File: src/rtl/rv_instr_encoder.sv
// rtl/rv_instr_encoder.sv - RV32I field-to-word encoder with S1 register stage and output FIFO
// Optional: RV_INSTR_ENC_NOP_ON_ILLEGAL_EN pushes a NOP in place of each illegal request.
module rv_instr_encoder #(
    parameter int DEPTH = 2,
    parameter int ERR_W = 8
) (
    input  logic             clk,
    input  logic             rst_n,
    input  logic             flush,
    input  logic             req_valid,
    output logic             req_ready,
    input  logic [4:0]       req_op,
    input  logic [4:0]       req_rd,
    input  logic [4:0]       req_rs1,
    input  logic [4:0]       req_rs2,
    input  logic [19:0]      req_imm,
    output logic             instr_valid,
    input  logic             instr_ready,
    output logic [31:0]      instr,
    output logic             err_pulse,
    output logic [ERR_W-1:0] err_cnt
);
    localparam int AW = $clog2(DEPTH);
    localparam logic [1:0] FMT_U = 2'd0, FMT_I = 2'd1, FMT_SH = 2'd2, FMT_R = 2'd3;
    localparam logic [31:0] NOP_WORD = 32'h0000_0013;

    logic        s1_valid;
    logic [4:0]  s1_op, s1_rd, s1_rs1, s1_rs2;
    logic [19:0] s1_imm;

    logic [AW-1:0] wptr, rptr;
    logic [AW:0]   count;
    logic [31:0]   mem [DEPTH];

    logic [1:0]  fmt;
    logic [6:0]  opcode, f7;
    logic [2:0]  f3;
    logic        enc_legal;
    logic [31:0] enc_word, push_word;
    logic        push, pop, accept, err_ev;
    logic [AW+1:0] occ;

    // S1 counts as occupied so an accepted request always finds a FIFO slot one edge later.
    assign occ       = {1'b0, count} + {{(AW+1){1'b0}}, s1_valid};
    assign req_ready = !flush && (occ < (AW+2)'(DEPTH));
    assign accept    = req_valid && req_ready;

    always_comb begin
        fmt       = FMT_R;
        opcode    = 7'b0110011;
        f3        = 3'b000;
        f7        = 7'b0000000;
        enc_legal = 1'b1;
        case (s1_op)
            5'd0:  begin fmt = FMT_U; opcode = 7'b0110111; end
            5'd1:  begin fmt = FMT_U; opcode = 7'b0010111; end
            5'd2:  begin fmt = FMT_I; opcode = 7'b0010011; f3 = 3'b000; end
            5'd3:  begin fmt = FMT_I; opcode = 7'b0010011; f3 = 3'b010; end
            5'd4:  begin fmt = FMT_I; opcode = 7'b0010011; f3 = 3'b011; end
            5'd5:  begin fmt = FMT_I; opcode = 7'b0010011; f3 = 3'b100; end
            5'd6:  begin fmt = FMT_I; opcode = 7'b0010011; f3 = 3'b110; end
            5'd7:  begin fmt = FMT_I; opcode = 7'b0010011; f3 = 3'b111; end
            5'd8:  begin fmt = FMT_SH; opcode = 7'b0010011; f3 = 3'b001; end
            5'd9:  begin fmt = FMT_SH; opcode = 7'b0010011; f3 = 3'b101; end
            5'd10: begin fmt = FMT_SH; opcode = 7'b0010011; f3 = 3'b101; f7 = 7'b0100000; end
            5'd11: f3 = 3'b000;
            5'd12: begin f3 = 3'b000; f7 = 7'b0100000; end
            5'd13: f3 = 3'b001;
            5'd14: f3 = 3'b010;
            5'd15: f3 = 3'b011;
            5'd16: f3 = 3'b100;
            5'd17: f3 = 3'b101;
            5'd18: begin f3 = 3'b101; f7 = 7'b0100000; end
            5'd19: f3 = 3'b110;
            5'd20: f3 = 3'b111;
            default: enc_legal = 1'b0;
        endcase
        if (fmt == FMT_SH && s1_imm[11:5] != 7'd0)
            enc_legal = 1'b0;
        case (fmt)
            FMT_U:   enc_word = {s1_imm, s1_rd, opcode};
            FMT_I:   enc_word = {s1_imm[11:0], s1_rs1, f3, s1_rd, opcode};
            FMT_SH:  enc_word = {f7, s1_imm[4:0], s1_rs1, f3, s1_rd, opcode};
            default: enc_word = {f7, s1_rs2, s1_rs1, f3, s1_rd, opcode};
        endcase
    end

    assign err_ev = s1_valid && !enc_legal && !flush;
`ifdef RV_INSTR_ENC_NOP_ON_ILLEGAL_EN
    assign push      = s1_valid && !flush;
    assign push_word = enc_legal ? enc_word : NOP_WORD;
`else
    assign push      = s1_valid && !flush && enc_legal;
    assign push_word = enc_word;
`endif
    assign pop         = instr_valid && instr_ready && !flush;
    assign instr_valid = (count != '0);
    assign instr       = instr_valid ? mem[rptr] : 32'd0;

    always_ff @(posedge clk or negedge rst_n) begin
        if (!rst_n) begin
            s1_valid <= 1'b0;
            s1_op    <= '0;
            s1_rd    <= '0;
            s1_rs1   <= '0;
            s1_rs2   <= '0;
            s1_imm   <= '0;
        end else begin
            s1_valid <= accept;
            if (accept) begin
                s1_op  <= req_op;
                s1_rd  <= req_rd;
                s1_rs1 <= req_rs1;
                s1_rs2 <= req_rs2;
                s1_imm <= req_imm;
            end
        end
    end

    always_ff @(posedge clk or negedge rst_n) begin
        if (!rst_n) begin
            wptr  <= '0;
            rptr  <= '0;
            count <= '0;
        end else if (flush) begin
            wptr  <= '0;
            rptr  <= '0;
            count <= '0;
        end else begin
            if (push) wptr <= wptr + 1'b1;
            if (pop)  rptr <= rptr + 1'b1;
            case ({push, pop})
                2'b10:   count <= count + 1'b1;
                2'b01:   count <= count - 1'b1;
                default: count <= count;
            endcase
        end
    end

    always_ff @(posedge clk) begin
        if (push) mem[wptr] <= push_word;
    end

    always_ff @(posedge clk or negedge rst_n) begin
        if (!rst_n) begin
            err_pulse <= 1'b0;
            err_cnt   <= '0;
        end else begin
            err_pulse <= err_ev;
            if (err_ev && err_cnt != {ERR_W{1'b1}})
                err_cnt <= err_cnt + 1'b1;
        end
    end
endmodule
File: config.mk
export PLATFORM = sky130hd
export DESIGN_NAME = rv_instr_encoder
export DESIGN_NICKNAME = d
export VERILOG_FILES = /design/src/rtl/rv_instr_encoder.sv
export SDC_FILE = /design/constraint.sdc
export NUM_CORES = 1
export LEC_CHECK = 0
export BUFFER_PORTS_ARGS = -buffer_cell sky130_fd_sc_hd__clkbuf_2
export CAP_MARGIN = 0
export CORE_ASPECT_RATIO = 0.75
export CORE_MARGIN = 2
export CORE_UTILIZATION = 40
export DETAILED_ROUTE_END_ITERATION = 7
export GPL_TIMING_DRIVEN = 0
export PLACE_DENSITY_LB_ADDON = 0.25
export REMOVE_ABC_BUFFERS = 1
export SLEW_MARGIN = 20
export SYNTH_ARGS = -nofsm -noshare
export SYNTH_HDL_FRONTEND = slang
export SYNTH_SLANG_ARGS = --single-unit
File: constraint.sdc
create_clock -name clk -period 4.1 [get_ports clk]
set_clock_uncertainty 0.1 [all_clocks]
set_input_delay 0.615 -clock clk [delete_from_list [all_inputs] [get_ports clk]]
set_output_delay 0.615 -clock clk [all_outputs]
set_load 0.01 [all_outputs]
==> results of run 1 <==
==> synthesized netlist by cell type, types with 2 or more instances <==
cell and count:
a21o_1 2, a21oi_1 12, a221o_1 3, and3_1 5
buf_2 11, buf_4 6, clkbuf_1 4, dfrtp_1 54
edfxtp_1 54, inv_1 8, mux2_1 3, mux2_2 37
mux2i_1 30, nand2_1 25, nand2b_1 3, nand3_1 6
nor2_1 38, nor2b_1 7, nor3_1 2, o21ai_0 10
o22ai_1 2, o31ai_1 2, o32ai_1 2, xnor2_1 7
xor2_1 2
==> kinds of logic after synthesis <==
| family | synth area share [%] |
|---|---|
| other cells | 0.0796 |
| flops | 63.1 |
| xor+xnor | 1.67 |
| mux | 16.3 |
| buf+inv | 3.16 |
| simple gates | 8.90 |
| fa+ha+maj | 0.266 |
| compound gates | 6.56 |
==> how the worst max path moves through the flow <==
stage	start	end	slack [ns]
finish	s1_imm[7]$_DFFE_PN0P_	mem[1][25]$_DFFE_PP_	1.43
global route	s1_op[1]$_DFFE_PN0P_	mem[1][28]$_DFFE_PP_	1.27
CTS	s1_imm[7]$_DFFE_PN0P_	mem[1][25]$_DFFE_PP_	1.44
detailed placement	s1_imm[7]$_DFFE_PN0P_	mem[1][8]$_DFFE_PP_	1.45
global placement	s1_imm[7]$_DFFE_PN0P_	mem[1][8]$_DFFE_PP_	-1.15
floorplan	s1_op[1]$_DFFE_PN0P_	mem[1][10]$_DFFE_PP_	0.44
==> area by class of cell <==
class | count | area (sq um)
clock inverter | 6 | 87.6
timing repair buffer | 94 | 548
fill | 1043 | 5840
clock buffer | 10 | 229
multi-input combinational | 221 | 1610
tap | 162 | 203
inverter | 8 | 30.0
sequential | 108 | 2970
==> power by group through the flow <==
stage,Combinational [mW],Clock (mW),Sequential (mW)
after floorplan,0.262,0,1.36
after global placement,0.383,0,1.39
after detailed placement,0.412,0,1.39
after CTS,0.414,0.937,1.37
after global routing,0.455,0.970,1.38
final,0.407,0.914,1.37
==> metrics by stage <==
stage	total power, mW	setup TNS, ns	hold slack (ns)
floorplan	1.63	0	0.219
global placement	1.77	-53.83	0.340
detailed placement	1.80	0	0.355
CTS	2.72	0	0.0623
global route	2.81	0	0.0715
finish	2.69	0	0.0635
==> placed cells by master (no fill, tap or decap), drive strengths merged, types with 2 or more instances in the layout <==
cell type   n
o32ai       2
nor3        2
nand2      26
o31ai       2
edfxtp     54
nand2b      3
bufinv      2
a221o       3
mux2       41
nor2       39
and3        5
o22ai       2
a21o        2
xor2        2
dfrtp      54
o21ai      11
clkinv      2
inv        10
mux2i      30
xnor2       7
buf         9
a21oi      13
nand3       7
clkbuf     95
nor2b       7
conb        2
==> sequential cells by signal, summed over array words and instances (netlist names), 2 cells and up <==
name,flops
mem,54
s1_imm,20
err_cnt,8
s1_op,5
s1_rd,5
s1_rs1,5
s1_rs2,5
count,2
==> metal layers <==
layer	vias up	track usage, %	part of all wire [%]
met2	91	26.0	47
met1	1480	22.3	47
met3	9	5.10	5.5
met5	-	0	0
li1	1446	-	-
met4	0	4.01	1.1
==> critical path: cells and delay by family, from the launching register on <==
kind / cells / cell delay [ns]
flip-flops: 1 / 0.43
AND/OR/NAND/NOR: 3 / 1.15
AO/OA/AOI/OAI: 1 / 0.27
buffers and inverters: 2 / 0.41
==> out/results.ini, run 1 <==
[run_status]
status = finished, final reports clean

[critical_path]
r2r_start = s1_imm[7]$_DFFE_PN0P_
cp-end-kind = flip-flop
cp-start-kind = flip-flop
regToRegSetupSlack_ns = 1.43
cp.required_ns = 4.05
cp.arrival_ns = 2.62
crit_chain = nor4_1 -> a211o_1 -> nand3_2 -> nor3b_2 -> buf_6 -> buf_4
critPathKind = flip-flop to flip-flop
slowest_stage = nor3b_2
critPathMaxStageDelay_ns = 0.62
worstReg2RegEnd = mem[1][25]$_DFFE_PP_
r2r_cells = 6
worstPathMaxFanout = 9

[power_and_ir_drop]
switching_share_pct = 25.6
clockPowerShare_pct = 34.0
intPower_mw = 2.00
power_frac_seq_pct = 50.9
power_switching_mw = 0.688
powerDensity_nw_per_um2 = 473
combPwrFrac_pct = 15.1
leakagePower_nw = 2.33
ir_drop_v = 0.000244

[cts]
cts_root_buffer = clkbuf_16
max-clock-path-buffers = 2
htreeDepth = 3
clkLatencyLatePin_ns = 0.35
cts_hold_buf = 0
path_clk_slew_ns = 0.07
cts_sinks = 108
post_cts_resized = 0
numCtsBuffers = 9
cts_tree = yes
post_cts_buffers = 0

[yosys]
postSynth.asyncResetShare_pct = 50.0
synth_area_leader_cell = edfxtp_1
synth.distinct_cells = 48
ys_warn_count = 0
postSynthCellCount = 358
yosys-top-cells-area = edfxtp_1 34%, dfrtp_1 29%, mux2_2 8.8%, mux2i_1 6.4%, nor2_1 3.0%
synth_ff_type = edfxtp_1
synth_top_area_share_pct = 34.4
syn_avg_cell_area_sq_um = 13.2
synth_edf_count = 54
synth_seq_cells = 108
syn_area_sq_um = 4710
synth_seq_area_share_pct = 63.1

[floorplanning]
die-area_sq_um = 12700
die_h_microns = 98.0
initial_core_util_pct = 40.9
coreArea_sq_um = 11500
rows = 34
chipWidth_microns = 129
io_pins = 88

[sta]
max_slew_margin_pct = 49.6
finalSetupViolCount = 0
tightestPinTransition_ns = 0.756
fmax_mhz = 375
hold_viol_final = 0
slew_violations = 0
fin_crit_ns = 2.67
rsz0062_at_grt = no
fin_ws_ns = 1.43
fin_crit_sh_pct = 65.0

[layout]
post-route-util_pct = 49.3
postLayoutCellArea_sq_um = 5680
antenna_cells = 0
final_cell_count_no_fill = 609
layout.nets = 488
drive_gt1_share_pct = 35.1
synthToLayoutAreaGrowth_pct = 20.7

[global_routing]
globalRouteTotalUtil_pct = 16.5
grt_pass1_wl_microns = 15700
grt_max_degree = 37
antenna_found_initial = 0
overflow = 0
grt_pass1_vias = 3022

[placement]
port_buffers = 85
dpl_cell_area_sq_um = 5370
dp_hpwl_microns = 7180
dp_worst_setup_slack_ns = 1.45
gp_congestion = 0.795
dp.cells = 593

[route]
viasPerCell = 4.97
first_pass_iters = 5
vias = 3026
wl_per_cell_microns = 16.3
postRouteWirelength_microns = 9900
route.detailed.drc = 0
ant_nets = 0
drtIter0Drc = 182

[hold_path]
hp-class = input pin to async pin

[job]
drv_cap = 0

Power figures use the tool's default switching activity.
==> run 2: changes to the inputs <==
- clock period: 4.1 -> 2.25 ns (I/O delays scaled with it)
==> out/results.ini, run 2 (synthesized netlist as in run 1, its figures left out) <==
[run_status]
status = finished, final reports clean

[power_and_ir_drop]
clockPowerShare_pct = 33.7
leakagePower_nw = 2.39
ir_drop_v = 0.000426
switching_share_pct = 25.9
power_switching_mw = 1.28
power_frac_seq_pct = 50.6
intPower_mw = 3.67
powerDensity_nw_per_um2 = 850
combPwrFrac_pct = 15.7

[critical_path]
critPathKind = flip-flop to flip-flop
crit_chain = nor4_2 -> a211o_1 -> nand3_4 -> nor3b_4 -> buf_6 -> buf_4
cp.arrival_ns = 2.09
path_buf_inv = 2
worstPathMaxFanout = 9
cp-start-kind = flip-flop
critPathMaxStageDelay_ns = 0.44
slowest_stage = dfrtp_1
crit_family = simple AND/OR/NAND/NOR gates
cp-end-kind = flip-flop
cp.required_ns = 2.20

[cts]
clkLatencyLatePin_ns = 0.35
path_clk_slew_ns = 0.07
numCtsBuffers = 9
cts_tree = yes
max-clock-path-buffers = 2
htreeDepth = 3
cts_sinks = 108
cts_root_buffer = clkbuf_16

[route]
drtIter0Drc = 165
viasPerCell = 4.93
vias = 3063
wl_per_cell_microns = 16.6
first_pass_iters = 4
ant_nets = 0
route.detailed.drc = 0
postRouteWirelength_microns = 10300

[sta]
fin_crit_sh_pct = 95.0
hold_ws_ns = 0.107
final.setup.tns_ns = 0
fin_ws_ns = 0.112
fin_crit_ns = 2.14
rsz0062_at_grt = no
hold_viol_final = 0
finalSetupViolCount = 0
fmax_mhz = 468
slew_violations = 0

[layout]
largest-register = mem
nFillCells = 1025
layout_common_cells = 84 x clkbuf_2, 54 x edfxtp_1, 50 x dfrtp_1, 37 x mux2_2, 36 x nor2_1
largest_register_ffs = 54
synthToLayoutAreaGrowth_pct = 23.7
post-route-util_pct = 50.6
drive_gt1_share_pct = 38.3
final_common_cell = clkbuf_2
multi_input_area_sq_um = 1670
antenna_cells = 0
ff_latch_area_sq_um = 2980
postLayoutCellArea_sq_um = 5830
reg_top3 = mem x54, s1_imm x20, err_cnt x8
layout.nets = 500

[floorplanning]
die_h_microns = 98.0
rows = 34
io_pins = 88
coreArea_sq_um = 11500
initial_core_util_pct = 40.9
chipWidth_microns = 129
die-area_sq_um = 12700

[global_routing]
grt_pass1_vias = 3055
globalRouteTotalUtil_pct = 17.1
overflow = 0
grt_pass1_wl_microns = 16200
antenna_found_initial = 0
grt_max_degree = 37

[placement]
dp_hpwl_microns = 7180
gp_congestion = 0.795
dpl_cell_area_sq_um = 5370
dp_worst_setup_slack_ns = -0.403
port_buffers = 85

[hold_path]
hp-class = input pin to flip-flop

[job]
drv_cap = 0

## run 2: cell types whose count changed in the layout (fill, tap and decap cells not counted), moves of 2 or more
cell and change:
buf_4 +10, dfrtp_1 -3, dfrtp_2 +2, nor2_4 +2
## run 2: power by group through the flow
stage	Combinational, mW	Sequential, mW	Clock (mW)
after global placement	0.698	2.53	0
after CTS	0.772	2.50	1.71
after floorplan	0.477	2.49	0
final	0.776	2.51	1.67
after global routing	0.864	2.54	1.77
after detailed placement	0.751	2.53	0
## run 2: metal layers
layer,part of all wire (%),global-route usage (%),vias up
li1,-,-,1470
met1,47,23.4,1504
met2,47,27.0,80
met3,4.6,5.10,9
met4,1.1,3.93,0
met5,0,0,-
## run 2: what timing repair did
action,CTS,global route
hold buffers,1,0
buffers inserted,5,5
pin swaps,4,3
setup endpoints to repair,74,63
endpoints found under the hold margin,18,0
cloned,1,0
resized for setup,5,9
## run 2: per-stage QoR
stage	instances	power (mW)
finish	621	4.95
floorplan	337	2.96
detailed placement	593	3.28
global route	621	5.17
global placement	584	3.22
CTS	616	4.98
## run 2: cell type report
| class | count | share of cell area, % |
|---|---|---|
| multi-input combinational | 222 | 28.6 |
| inverter | 8 | 0.515 |
| timing repair buffer | 105 | 10.9 |
| sequential | 108 | 51.1 |
| clock inverter | 6 | 1.50 |
| clock buffer | 10 | 3.93 |
| tap | 162 | 3.48 |
## run 2: final timing paths
path / startpoint / endpoint / slack [ns] / depth (start not counted)
hold / removal: req_op[0] / s1_op[0]$_DFFE_PN0P_ / 0.11 / 3
setup reg to reg: s1_imm[7]$_DFFE_PN0P_ / mem[1][29]$_DFFE_PP_ / 0.11 / 6
max in group asynchronous: rst_n / rptr$_DFFE_PN0P_ / 1.21 / 3
min in group asynchronous: rst_n / err_cnt[0]$_DFFE_PN0P_ / 0.33 / 2
hold reg to reg: s1_rd[1]$_DFFE_PN0P_ / mem[0][8]$_DFFE_PP_ / 0.37 / 0
setup / recovery: s1_imm[7]$_DFFE_PN0P_ / mem[1][29]$_DFFE_PP_ / 0.11 / 6
## run 2: worst reg2reg max path, cell delays in order (launching register included)
cell	delay [ns]
dfrtp_1	0.44
nor4_2	0.31
a211o_1	0.25
nand3_4	0.16
nor3b_4	0.24
buf_6	0.16
buf_4	0.19
